===== config.mk =====
export PLATFORM = sky130hd
export DESIGN_NAME = motoro3_step_generator_p_flat
export DESIGN_NICKNAME = d
export VERILOG_FILES = /design/src/rtl/motoro3_step_generator_p_if.sv /design/src/rtl/motoro3_step_generator_p.sv /design/src/flat_wrapper.sv
export SDC_FILE = /design/constraint.sdc
export NUM_CORES = 1
export LEC_CHECK = 0
export BUFFER_PORTS_ARGS = -buffer_cell sky130_fd_sc_hd__buf_2
export CORE_MARGIN = 2
export CORE_UTILIZATION = 40
export CTS_CLUSTER_DIAMETER = 30
export CTS_CLUSTER_SIZE = 30
export DETAILED_ROUTE_END_ITERATION = 10
export PLACE_DENSITY = 0.7
export SLEW_MARGIN = 25
export SYNTH_ARGS = -nofsm -noshare
export SYNTH_HDL_FRONTEND = slang
export SYNTH_SLANG_ARGS = --single-unit

===== constraint.sdc =====
create_clock -name clk -period 3 [get_ports clk]
set_input_delay 0.15 -clock clk [delete_from_list [all_inputs] [get_ports clk]]
set_output_delay 0.15 -clock clk [all_outputs]
set_load 0.01 [all_outputs]

===== src/rtl/motoro3_step_generator_p_if.sv =====
// Control and status bundle between the motor control registers and the
// three-phase step generator.
interface motoro3_step_generator_p_if #(
  parameter int CNT_W  = 25,
  parameter int STEP_W = 4,
  parameter int REV_W  = 32
);
  logic              m3start;
  logic              m3dir;
  logic [CNT_W-1:0]  m3period;
  logic [STEP_W-1:0] m3stepA;
  logic [STEP_W-1:0] m3stepB;
  logic [STEP_W-1:0] m3stepC;
  logic [CNT_W-1:0]  m3cnt;
  logic              m3cntLast1;
  logic              m3stepPulse;
  logic [REV_W-1:0]  m3revCnt;
  logic              m3busy;

  modport master (
    output m3start, m3dir, m3period,
    input  m3stepA, m3stepB, m3stepC, m3cnt, m3cntLast1, m3stepPulse,
           m3revCnt, m3busy
  );

  modport slave (
    input  m3start, m3dir, m3period,
    output m3stepA, m3stepB, m3stepC, m3cnt, m3cntLast1, m3stepPulse,
           m3revCnt, m3busy
  );
endinterface


===== src/rtl/motoro3_step_generator_p.sv =====
// Three-phase step sequencer: one step down-counter drives phase A, with B and
// C derived combinationally as fixed offsets of a third of a cycle.
module motoro3_step_generator_p #(
  parameter int CNT_W  = 25,
  parameter int STEP_W = 4,
  parameter int STEPS  = 12,
  parameter int REV_W  = 32
) (
  input  logic                        clk,
  input  logic                        nRst,
  motoro3_step_generator_p_if.slave   bus
);

  typedef enum logic [1:0] {
    S_IDLE,
    S_RUN,
    S_STOPPING
  } state_t;

  localparam int                 THIRD   = STEPS / 3;
  localparam int                 SUM_W   = STEP_W + 1;
  localparam logic [STEP_W-1:0]  STEPS_L = STEP_W'(STEPS);
  localparam logic [STEP_W-1:0]  ONE_L   = STEP_W'(1);
  localparam logic [SUM_W-1:0]   STEPS_S = SUM_W'(STEPS);

  state_t              state_q, state_d;
  logic [STEP_W-1:0]   step_q, step_d;
  logic [CNT_W-1:0]    cnt_q, cnt_d;
  logic [REV_W-1:0]    rev_q, rev_d;
  logic                start_prev_q, start_prev_d;

  logic                busy;
  logic                last1;
  logic                start_up;
  logic                advance;
  logic                wrap;
  logic [STEP_W-1:0]   step_next;
  logic [CNT_W-1:0]    period_clamped;
  logic [SUM_W-1:0]    b_sum, c_sum;
  logic [STEP_W-1:0]   step_b, step_c;

  // All motor-path registers move on the falling clock edge.
  always_ff @(negedge clk or negedge nRst) begin
    if (!nRst) begin
      state_q      <= S_IDLE;
      step_q       <= '0;
      cnt_q        <= '0;
      rev_q        <= '0;
      start_prev_q <= 1'b0;
    end else begin
      state_q      <= state_d;
      step_q       <= step_d;
      cnt_q        <= cnt_d;
      rev_q        <= rev_d;
      start_prev_q <= start_prev_d;
    end
  end

  always_comb begin
    busy           = (state_q != S_IDLE);
    last1          = busy & (cnt_q[CNT_W-1:1] == '0);
    start_up       = bus.m3start & ~start_prev_q;
    start_prev_d   = bus.m3start;
    period_clamped = (bus.m3period[CNT_W-1:1] == '0) ? CNT_W'(2) : bus.m3period;
    // A stop cancelled right on the final cycle still takes the step as a run.
    advance        = last1 & ((state_q == S_RUN) |
                              ((state_q == S_STOPPING) & bus.m3start));
    wrap           = bus.m3dir ? (step_q == ONE_L) : (step_q == STEPS_L);
    if (bus.m3dir) begin
      step_next = wrap ? STEPS_L : step_q - ONE_L;
    end else begin
      step_next = wrap ? ONE_L : step_q + ONE_L;
    end
  end

  always_comb begin
    state_d = state_q;
    case (state_q)
      S_IDLE:     if (start_up) state_d = S_RUN;
      S_RUN:      if (!bus.m3start) state_d = S_STOPPING;
      S_STOPPING: begin
        if (bus.m3start) begin
          state_d = S_RUN;
        end else if (last1) begin
          state_d = S_IDLE;
        end
      end
      default:    state_d = S_IDLE;
    endcase
  end

  always_comb begin
    step_d = step_q;
    cnt_d  = cnt_q;
    rev_d  = rev_q;
    case (state_q)
      S_IDLE: begin
        if (start_up) begin
          step_d = ONE_L;
          cnt_d  = period_clamped;
          rev_d  = '0;
        end else begin
          step_d = '0;
          cnt_d  = '0;
        end
      end
      S_RUN, S_STOPPING: begin
        if (advance) begin
          step_d = step_next;
          cnt_d  = period_clamped;
          if (wrap && (rev_q != '1)) rev_d = rev_q + REV_W'(1);
        end else if (last1) begin
          step_d = '0;
          cnt_d  = '0;
        end else begin
          cnt_d  = cnt_q - CNT_W'(1);
        end
      end
      default: begin
        step_d = '0;
        cnt_d  = '0;
      end
    endcase
  end

  // Phase offsets never exceed one cycle, so a single conditional subtract wraps them.
  always_comb begin
    b_sum  = {1'b0, step_q} + SUM_W'(2 * THIRD);
    c_sum  = {1'b0, step_q} + SUM_W'(THIRD);
    step_b = '0;
    step_c = '0;
    if (step_q > STEPS_L) begin
      step_b = '1;
      step_c = '1;
    end else if (step_q != '0) begin
      step_b = (b_sum > STEPS_S) ? STEP_W'(b_sum - STEPS_S) : STEP_W'(b_sum);
      step_c = (c_sum > STEPS_S) ? STEP_W'(c_sum - STEPS_S) : STEP_W'(c_sum);
    end
  end

  assign bus.m3stepA     = step_q;
  assign bus.m3stepB     = step_b;
  assign bus.m3stepC     = step_c;
  assign bus.m3cnt       = cnt_q;
  assign bus.m3cntLast1  = last1;
  assign bus.m3stepPulse = advance;
  assign bus.m3revCnt    = rev_q;
  assign bus.m3busy      = busy;

endmodule


===== src/flat_wrapper.sv =====
// flat-port wrapper written by rule: the top's interface ports become plain ports
module motoro3_step_generator_p_flat 
#(
  parameter int CNT_W  = 25,
  parameter int STEP_W = 4,
  parameter int STEPS  = 12,
  parameter int REV_W  = 32
)
  (clk, nRst, bus_m3start, bus_m3dir, bus_m3period, bus_m3stepA, bus_m3stepB, bus_m3stepC, bus_m3cnt, bus_m3cntLast1, bus_m3stepPulse, bus_m3revCnt, bus_m3busy);
  motoro3_step_generator_p_if #(.CNT_W(CNT_W), .STEP_W(STEP_W), .REV_W(REV_W)) bus_i ();
  input  logic clk;
  input  logic nRst;
  input wire logic [$bits(bus_i.m3start)-1:0] bus_m3start;
  input wire logic [$bits(bus_i.m3dir)-1:0] bus_m3dir;
  input wire logic [$bits(bus_i.m3period)-1:0] bus_m3period;
  output wire logic [$bits(bus_i.m3stepA)-1:0] bus_m3stepA;
  output wire logic [$bits(bus_i.m3stepB)-1:0] bus_m3stepB;
  output wire logic [$bits(bus_i.m3stepC)-1:0] bus_m3stepC;
  output wire logic [$bits(bus_i.m3cnt)-1:0] bus_m3cnt;
  output wire logic [$bits(bus_i.m3cntLast1)-1:0] bus_m3cntLast1;
  output wire logic [$bits(bus_i.m3stepPulse)-1:0] bus_m3stepPulse;
  output wire logic [$bits(bus_i.m3revCnt)-1:0] bus_m3revCnt;
  output wire logic [$bits(bus_i.m3busy)-1:0] bus_m3busy;
  assign bus_i.m3start = bus_m3start;
  assign bus_i.m3dir = bus_m3dir;
  assign bus_i.m3period = bus_m3period;
  assign bus_m3stepA = bus_i.m3stepA;
  assign bus_m3stepB = bus_i.m3stepB;
  assign bus_m3stepC = bus_i.m3stepC;
  assign bus_m3cnt = bus_i.m3cnt;
  assign bus_m3cntLast1 = bus_i.m3cntLast1;
  assign bus_m3stepPulse = bus_i.m3stepPulse;
  assign bus_m3revCnt = bus_i.m3revCnt;
  assign bus_m3busy = bus_i.m3busy;
  motoro3_step_generator_p #(.CNT_W(CNT_W), .STEP_W(STEP_W), .STEPS(STEPS), .REV_W(REV_W)) u_core (.clk(clk), .nRst(nRst), .bus(bus_i));
endmodule

Word-level counts from Yosys, hierarchy flattened
Index checks and enable logic that the tools add are counted.
{ "word_totals": {"register_bits": 64, "output_inout_bits": 72, "input_bits": 29, "elab_cells": 71} }
{ "classes": {"magnitude_cmp": 3, "muxes": 28, "n_addsub": 8, "n_reduce_logical": 10, "bitwise": 6, "eq_ne": 11} }
{ "ops": {"columns": ["op", "count"], "rows": [
  ["25-bit 2-to-1 mux", 4],
  ["32-bit 2-to-1 mux", 3],
  ["32-bit case mux with 2 select lines", 1],
  ["25-bit case mux with 2 select lines", 1],
  ["24-bit zero test", 2],
  ["4-bit 2-to-1 mux", 11],
  ["32-bit by 1-bit adder with 32-bit output, second input constant", 1],
  ["32-bit != test, second input constant", 1],
  ["25-bit by 1-bit subtractor with 25-bit output, second input constant", 1],
  ["5-bit by 4-bit greater-than comparator with 1-bit output, second input constant", 2],
  ["2-bit 2-to-1 mux", 4],
  ["4-bit case mux with 2 select lines", 1],
  ["4-bit subtractor, second input constant", 2],
  ["3-bit != test, second input constant", 2],
  ["2-bit case mux with 3 select lines", 1],
  ["4-bit by 3-bit adder with 5-bit output, second input constant", 1],
  ["4-bit by 4-bit adder with 5-bit output, second input constant", 1],
  ["4-bit by 1-bit adder with 4-bit output, second input constant", 1],
  ["1-bit AND", 4],
  ["4-bit by 1-bit equality test with 1-bit output, second input constant", 1],
  ["4-bit equality test, second input constant", 1],
  ["4-bit greater-than comparator, second input constant", 1],
  ["2-bit by 1-bit != test with 1-bit output, second input constant", 2],
  ["2-bit != test, second input constant", 2],
  ["other kinds (13)", 15]
]} }

Longest topological paths before layout
Gate-level depths: netlist (run 1).
{ "logic_depth": {"word_depth": 6, "mapped_depth": 10, "depth_no_buf": 8} }

==> results of run 1 <==
## placed cells by master (no fill, tap or decap), types with 6 or more instances in the layout
| cell | synthesis | layout |
|---|---|---|
| buf_2 | 8 | 94 |
| buf_4 | 3 | 77 |
| dfrtn_1 | 64 | 64 |
| nand2_1 | 29 | 29 |
| o2bb2ai_1 | 24 | 24 |
| nor2_1 | 24 | 22 |
| xnor2_1 | 21 | 20 |
| a21oi_2 | 0 | 17 |
| nand4_1 | 15 | 15 |
| nand3_1 | 14 | 14 |
| nor3_1 | 18 | 14 |
| buf_6 | 0 | 14 |
| a21oi_1 | 29 | 12 |
| clkbuf_8 | 0 | 11 |
| and4_1 | 10 | 10 |
| or4_4 | 1 | 10 |
| o31ai_4 | 0 | 10 |
| nor4_1 | 13 | 10 |
| o21ai_0 | 20 | 9 |
| inv_1 | 13 | 9 |
| ha_1 | 15 | 9 |
| or3_1 | 12 | 8 |
| nand2b_1 | 9 | 7 |
| o21ai_1 | 0 | 7 |
| and2_1 | 7 | 6 |
| or4_1 | 15 | 6 |
| xor2_1 | 6 | 6 |
## layer usage
metal / global-route usage, % / share of wire [%]
met1: 28.24 / 41
met2: 38.83 / 50
met3: 5.212 / 6.3
met4: 6.109 / 2.5
met5: 0 / 0
## worst max-delay path, delay by kind of cell, from the launching register on
kind	cells	cell delay, ns
and+or+nand+nor	2	0.22
DFF	1	0.49
AOI/OAI and AO/OA	1	0.26
adders and majority gates	1	0.21
buffers and inverters	2	0.35
## power by group
part / internal, µW / total [µW] / switching (µW)
registers: 1040 / 1160 / 120
logic: 1200 / 2570 / 1370
clock network: 331 / 667 / 336
## metrics by stage
step	hold slack (ns)	util [%]
6_report	0.4569	61.76
5_1_grt	0.4722	61.76
4_1_cts	0.4662	56.51
3_5_place_dp	0.4659	53.72
3_3_place_gp	0.4286	53.72
2_1_floorplan	0.4506	-
## cells by family (layout without fill, tap and decap cells)
family / count (synthesis) / count (layout)
DFF: 64 / 64
and+or+nand+nor: 190 / 190
muxes: 7 / 7
adders and majority gates: 15 / 15
xor gates and xnor gates: 27 / 27
buffers and inverters: 38 / 221
AOI/OAI and AO/OA: 114 / 114
## how the worst max path moves through the flow
stage                     startpoint                      end  slack, ns  depth (start not counted)
6_report       u_core.bus.m3stepA[2]           bus_m3stepB[3]      -0.52                          6
3_5_place_dp               bus_m3dir  u_core.bus.m3revCnt[28]      -0.35                          8
3_3_place_gp       u_core.state_q[0]          bus_m3stepPulse      -0.31                          7
5_1_grt        u_core.bus.m3stepA[2]           bus_m3stepB[3]      -0.59                          6
2_1_floorplan   u_core.bus.m3cnt[12]          bus_m3stepPulse      -0.24                          4
4_1_cts         u_core.bus.m3cnt[12]          bus_m3stepPulse      -0.53                          5
## flip-flops by register name (all words and copies together) (netlist names)
name                 flops
u_core.bus.m3cnt        25
u_core.bus.m3stepA       4
u_core.state_q           2
u_core.start_prev_q      1
u_core.bus.m3revCnt     32
## area by class of cell
class	instances	area (µm²)	area share [%]
multi-input cells	353	2928	46.34
flip-flops and latches	64	1602	25.35
well taps	136	170.2	2.693
clock inverters	1	5.005	0.07921
clock buffers	12	155.1	2.455
repair buffers	195	1406	22.26
inverters	13	52.55	0.8317
## repair_timing
item,CTS,global route
gates cloned,0,6
gates resized for setup,19,75
pin swaps,10,39
buffers inserted,3,6
setup endpoints to repair,11,29
==> summary.md, run 1 <==
| Metric | Value |
|---|---|
| Failing checks | `negative setup slack` |
| CTS tree | `done` |
| RSZ-0062 raised after global routing | `true` |
| CP Launch Type | `flop` |
| YS warnings | `0` |
| CP Max Fanout | `4` |
| Top cells by count, synth | `dfrtn_1 (64), a21oi_1 (29), nand2_1 (29)` |
| Post-Synthesis Cell Area | `4193 µm²` |
| Hold Vio Cnt, Final | `0` |
| P per Cell Area | `~700 nW/µm²` |
| Post-Synth Adder-Cell Area | `4.476%` |
| Mapped Cells | `between 400 and 500` |
| Hold-fix buffers, CTS | `0` |
| Compound-gate portion of the synthesized area | `between 10% and 20%` |
| Overall routing resource usage | `a little under a quarter` |
| Syn avg cell area | `a little over 9 µm²` |
| Clock transition at the registers of the reported paths | `around 0.05 ns` |
| Sinks on Clock Net | `64` |
| Residual DRC | `0` |
| Crit path DAT | `around 3.4 ns` |
| Final clock skew | `0.01027 ns` |
| Max Cap Viol | `0` |
| Setup crit end kind | `output port` |
| VDD IR-drop max | `between 0.5 and 0.6 mV` |
| P_leak | `0.002801 µW` |
| Clock buffer depth | `2` |
| Largest net degree at the start of global routing | `50` |
| Sequential share of the synthesized area | `a little under two fifths` |
| Crit Path Category | `reg2out` |
| Commonest register cell after synthesis | `dfrtn_1` |
| Number of global-route vias before repair | `4280` |
| Gpl congestion | `roughly 0.84` |
| Die H | `~110 µm` |
| Post-synth top area cell | `dfrtn_1` |
| Synth Register Bits | `64` |
| Pre-CTS setup slack | `-0.3488 ns` |
| XOR/XNOR Fraction of Synth Area | `5.640%` |
| Die ar. | `11320 µm²` |
| Worst endpoint required time | `between 2 and 3 ns` |
| Hold Crit Depth | `1` |
| Share of the synthesized area in the top cell type | `between 30% and 40%` |
| Pre-Repair DR Iteration Count | `4` |
| Hold wc startpoint | `u_core.bus.m3revCnt[15]` |
| Worst Reg-to-Reg Cells | `11` |
| Ys async rst share | `100.0%` |
| Syn nets | `roughly 500` |
| Clk Tree Root Cell | `clkbuf_8` |
| Crit path cell chain | `clkinvlp_4, ha_4, and2_4, a221o_1, nand2_1, buf_2` |
| Port Buffers | `100` |
| R2r setup slk | `roughly 0.36 ns` |
| Post-synthesis simple-gate area fraction | `between 20% and 30%` |
| Post-synth EDFFs | `0` |
| Insertion delay to the later sink of the worst-skew pair | `approximately 0.34 ns` |
| Fillers | `approximately 830` |
| Largest family of logic cells by synthesized area | `simple AND/OR/NAND/NOR gates` |
| I/O pins | `a little over 100` |
| GRT Residual Overflow | `0` |
| Outcome | `finished, violations left` |
| Slew Limit Fails | `0` |
| Ranking of synthesized cells by area | `dfrtn_1 (38%), o2bb2ai_1 (5.0%), ha_1 (4.5%), xnor2_1 (4.4%), a21oi_1 (3.5%)` |
| Final setup fails | `34` |
| Most frequent cell after synthesis | `dfrtn_1` |
| Area grow syn2layout | `50.70%` |
| Total design power | `about 4400 µW` |
| Row cnt | `37` |
| First-pass GRT wire length | `around 21 mm` |
| N_diodes | `0` |
| H-tree Lvls | `3` |
| Finished Cell Area | `~6300 µm²` |
| Slew @ Worst Pin | `0.6048 ns` |
| RR Startpoint | `u_core.bus.m3stepA[2]` |
| Hold endpoint | `u_core.bus.m3revCnt[15]` |
| Post-DRT Antenna Nets | `0` |
| TritonCTS buffer count | `9` |
| Worst hold path type | `reg2reg` |
| Share of cells above drive strength 1 | `45.77%` |
| Initial antenna violation count | `0` |
| Max transition margin | `roughly 59%` |
| Placed insts | `approximately 750` |
| Total Wirelength | `around 14 mm` |
| Core ar. | `between 10000 and 15000 µm²` |
| Via/cell ratio | `~5.8` |
| Critical path's largest stage delay | `between 0.4 and 0.5 ns` |
| Hpwl dp | `about 9.1 mm` |
| Initial Utilization | `just over 40%` |
| Multiplexer share of the synthesized area | `1.731%` |
| Number of distinct library cells after synthesis | `57` |
| Slack of the critical path | `-0.5152 ns` |
| Layout Cells excl Fill | `between 700 and 800` |
| Layout net count | `680` |
| Initial drt markers | `~220` |
| CP max-delay cell | `dfrtn_1` |
| Worst R2R End | `u_core.bus.m3revCnt[15]` |
| DR WL/cell | `between 15 and 20 µm` |
| DIE WIDTH | `roughly 110 µm` |
| Final TNS setup | `-5.582 ns` |
| Placed cell areas | `5497 µm²` |
| Via count | `4456` |
Power figures use the tool's default switching activity.
==> run 2, diff against run 1 <==
--- a/config.mk
+++ b/config.mk
@@ -7,11 +7,12 @@
 export LEC_CHECK = 0
 export BUFFER_PORTS_ARGS = -buffer_cell sky130_fd_sc_hd__buf_2
 export CORE_MARGIN = 2
-export CORE_UTILIZATION = 40
+export CORE_UTILIZATION = 54
 export CTS_CLUSTER_DIAMETER = 30
 export CTS_CLUSTER_SIZE = 30
 export DETAILED_ROUTE_END_ITERATION = 10
-export PLACE_DENSITY = 0.7
+export MAX_ROUTING_LAYER = met4
+export PLACE_DENSITY = 0.87
 export SLEW_MARGIN = 25
 export SYNTH_ARGS = -nofsm -noshare
 export SYNTH_HDL_FRONTEND = slang
==> summary.md, run 2 (synthesis gave the netlist of run 1 again) <==
| Metric | Value |
|---|---|
| Total design power | `4917 µW (+12%)` |
| Worst hold path type | `reg2reg` |
| CP Max Fanout | `3 (-1)` |
| Area grow syn2layout | `53.00%` |
| Most common cell after layout, fill and taps aside | `buf_2` |
| Failing checks | `negative setup slack` |
| Overall routing resource usage | `38.85% (+16 points)` |
| Crit Path Category | `reg2out` |
| Max transition margin | `46.33% (-13 points)` |
| P per Cell Area | `766.5 nW/µm² (+10%)` |
| Clk Tree Root Cell | `clkbuf_8` |
| Slew @ Worst Pin | `0.7950 ns (+0.1902 ns)` |
| Initial antenna violation count | `0 (unchanged)` |
| Commonest non-fill, non-tap cells in the layout | `buf_2 (93), buf_4 (80), dfrtn_1 (64)` |
| Clock power share | `16.6% (+1.4 points)` |
| VDD IR-drop max | `0.7116 mV (+32%)` |
| CTS tree | `done` |
| Placed insts | `706 (-5.4%)` |
| I/O pins | `101 (unchanged)` |
| Share of power burned in registers | `24.1% (-2.3 points)` |
| Row cnt | `32 (-14%)` |
| Clock transition at the registers of the reported paths | `0.05 ns (about the same)` |
| Final clock skew | `0.007989 ns (-0.002285 ns)` |
| Post-DRT Antenna Nets | `0 (unchanged)` |
| Gpl congestion | `0.8570 (+1.9%)` |
| Initial drt markers | `471 (+120%)` |
| Sinks on Clock Net | `64 (unchanged)` |
| Via/cell ratio | `6.945 (+21%)` |
| Residual DRC | `0 (unchanged)` |
| Hold-fix buffers, CTS | `0 (unchanged)` |
| DIE WIDTH | `92.12 µm (-13%)` |
| Port Buffers | `100 (unchanged)` |
| Outcome | `finished, violations left` |
| Int Power | `2772 µW (+7.8%)` |
| Die ar. | `8485 µm² (-25%)` |
| Pre-Repair DR Iteration Count | `5 (+1)` |
| Max Cap Viol | `0 (unchanged)` |
| CP Launch Type | `flop` |
| Core ar. | `7607 µm² (-26%)` |
| Worst endpoint required time | `2.85 ns (about the same)` |
| Insertion delay to the later sink of the worst-skew pair | `0.35 ns (about the same)` |
| Share of cells above drive strength 1 | `47.74% (+2.0 points)` |
| Number of global-route vias before repair | `5050 (+18%)` |
| Slack of the critical path | `-0.6796 ns (-0.1644 ns)` |
| Setup crit end kind | `output port` |
| Sw Share | `43.61% (+2.1 points)` |
| RSZ-0062 raised after global routing | `true` |
| Hold Vio Cnt, Final | `0 (unchanged)` |
| Crit path DAT | `3.53 ns (+0.16 ns)` |
| Final setup fails | `33 (-2.9%)` |
| H-tree Lvls | `3 (unchanged)` |
| Via count | `5174 (+16%)` |
| N_diodes | `0 (unchanged)` |
| Largest register FFs | `32 (unchanged)` |
| Layout net count | `683 (+0.44%)` |
| Hpwl dp | `9.158 mm (+0.30%)` |
| Total Wirelength | `17.45 mm (+26%)` |
| First-pass GRT wire length | `25.41 mm (+23%)` |
| Switching power | `2144 µW (+18%)` |
| GRT Residual Overflow | `0 (unchanged)` |
| Initial Utilization | `55.12% (+14 points)` |
| P_leak | `0.002857 µW (+2.0%)` |
| Logic pwr share | `59.3% (+0.9 points)` |
| Layout Cells excl Fill | `745 (-3.7%)` |
| Die H | `92.12 µm (-13%)` |
| DR WL/cell | `23.42 µm (+31%)` |
| Pre-CTS setup slack | `-0.3451 ns (+0.003774 ns)` |
| Slew Limit Fails | `0 (unchanged)` |
| Clock buffer depth | `2 (unchanged)` |
| TritonCTS buffer count | `9 (unchanged)` |
| Largest net degree at the start of global routing | `50 (unchanged)` |
==> run 2: per-stage QoR <==
| step | util (%) | instance area (µm²) | TNS [ns] | hold slack, ns |
|---|---|---|---|---|
| after detailed placement | 71.10 | 5409 | -7.849 | 0.4535 |
| after global placement | 71.10 | 5409 | -5.426 | 0.4267 |
| after global routing | 84.33 | 6415 | -8.109 | 0.4796 |
| final | 84.33 | 6415 | -6.966 | 0.4527 |
| after floorplan | - | 4374 | -4.542 | 0.4506 |
| after CTS | 81.28 | 6183 | -6.053 | 0.4480 |
==> run 2: path summary, 6_finish.rpt <==
| kind | endpoint | depth (start not counted) | slack [ns] | from |
|---|---|---|---|---|
| min in group asynchronous | u_core.bus.m3revCnt[29] | 1 | 1.12 | nRst |
| worst min register to register | u_core.bus.m3revCnt[15] | 1 | 0.45 | u_core.bus.m3revCnt[15] |
| worst max register to register | u_core.bus.m3revCnt[10] | 12 | 0.22 | u_core.state_q[0] |
| max in group asynchronous | u_core.bus.m3stepA[3] | 2 | 1.23 | nRst |
| worst min-delay path | u_core.bus.m3revCnt[15] | 1 | 0.45 | u_core.bus.m3revCnt[15] |
| worst max-delay path | bus_m3stepPulse | 7 | -0.68 | u_core.state_q[0] |
==> run 2: routing by layer <==
| metal | wire length, µm | global-route usage [%] |
|---|---|---|
| met4 | 1124 | 22.64 |
| met2 | 8470 | 62.81 |
| met3 | 1652 | 6.656 |
| met5 | 0 | - |
| met1 | 6202 | 45.80 |
==> run 2: power groups by stage <==
| stage | clock [µW] | combinational [µW] | sequential [µW] |
|---|---|---|---|
| after CTS | 789 | 2600 | 1170 |
| after global routing | 855 | 3030 | 1190 |
| after global placement | 0 | 2310 | 1160 |
| after floorplan | 0 | 1290 | 1310 |
| final | 818 | 2920 | 1180 |
| after detailed placement | 0 | 2390 | 1170 |
==> run 2: area by class of cell <==
class	instances	area, µm²
well taps	102	127.6
clock inverters	3	40.04
flip-flops and latches	64	1602
multi-input cells	353	2970
repair buffers	198	1455
clock buffers	12	165.2
fillers	393	1192
inverters	13	55.05
==> run 2: timing repair <==
item,CTS,global route
cloned,5,1
pin swaps,37,24
setup buffers,11,11
endpoints found under the setup margin,20,37
resized for setup,69,43
==> run 2: critical path, cell delays in order, from the launching register on <==
cell     delay, ns
dfrtn_1       0.44
inv_2         0.08
ha_4          0.16
nor4_1        0.28
and4b_2       0.35
nand3_4       0.13
nor2_4        0.14
buf_6         0.10
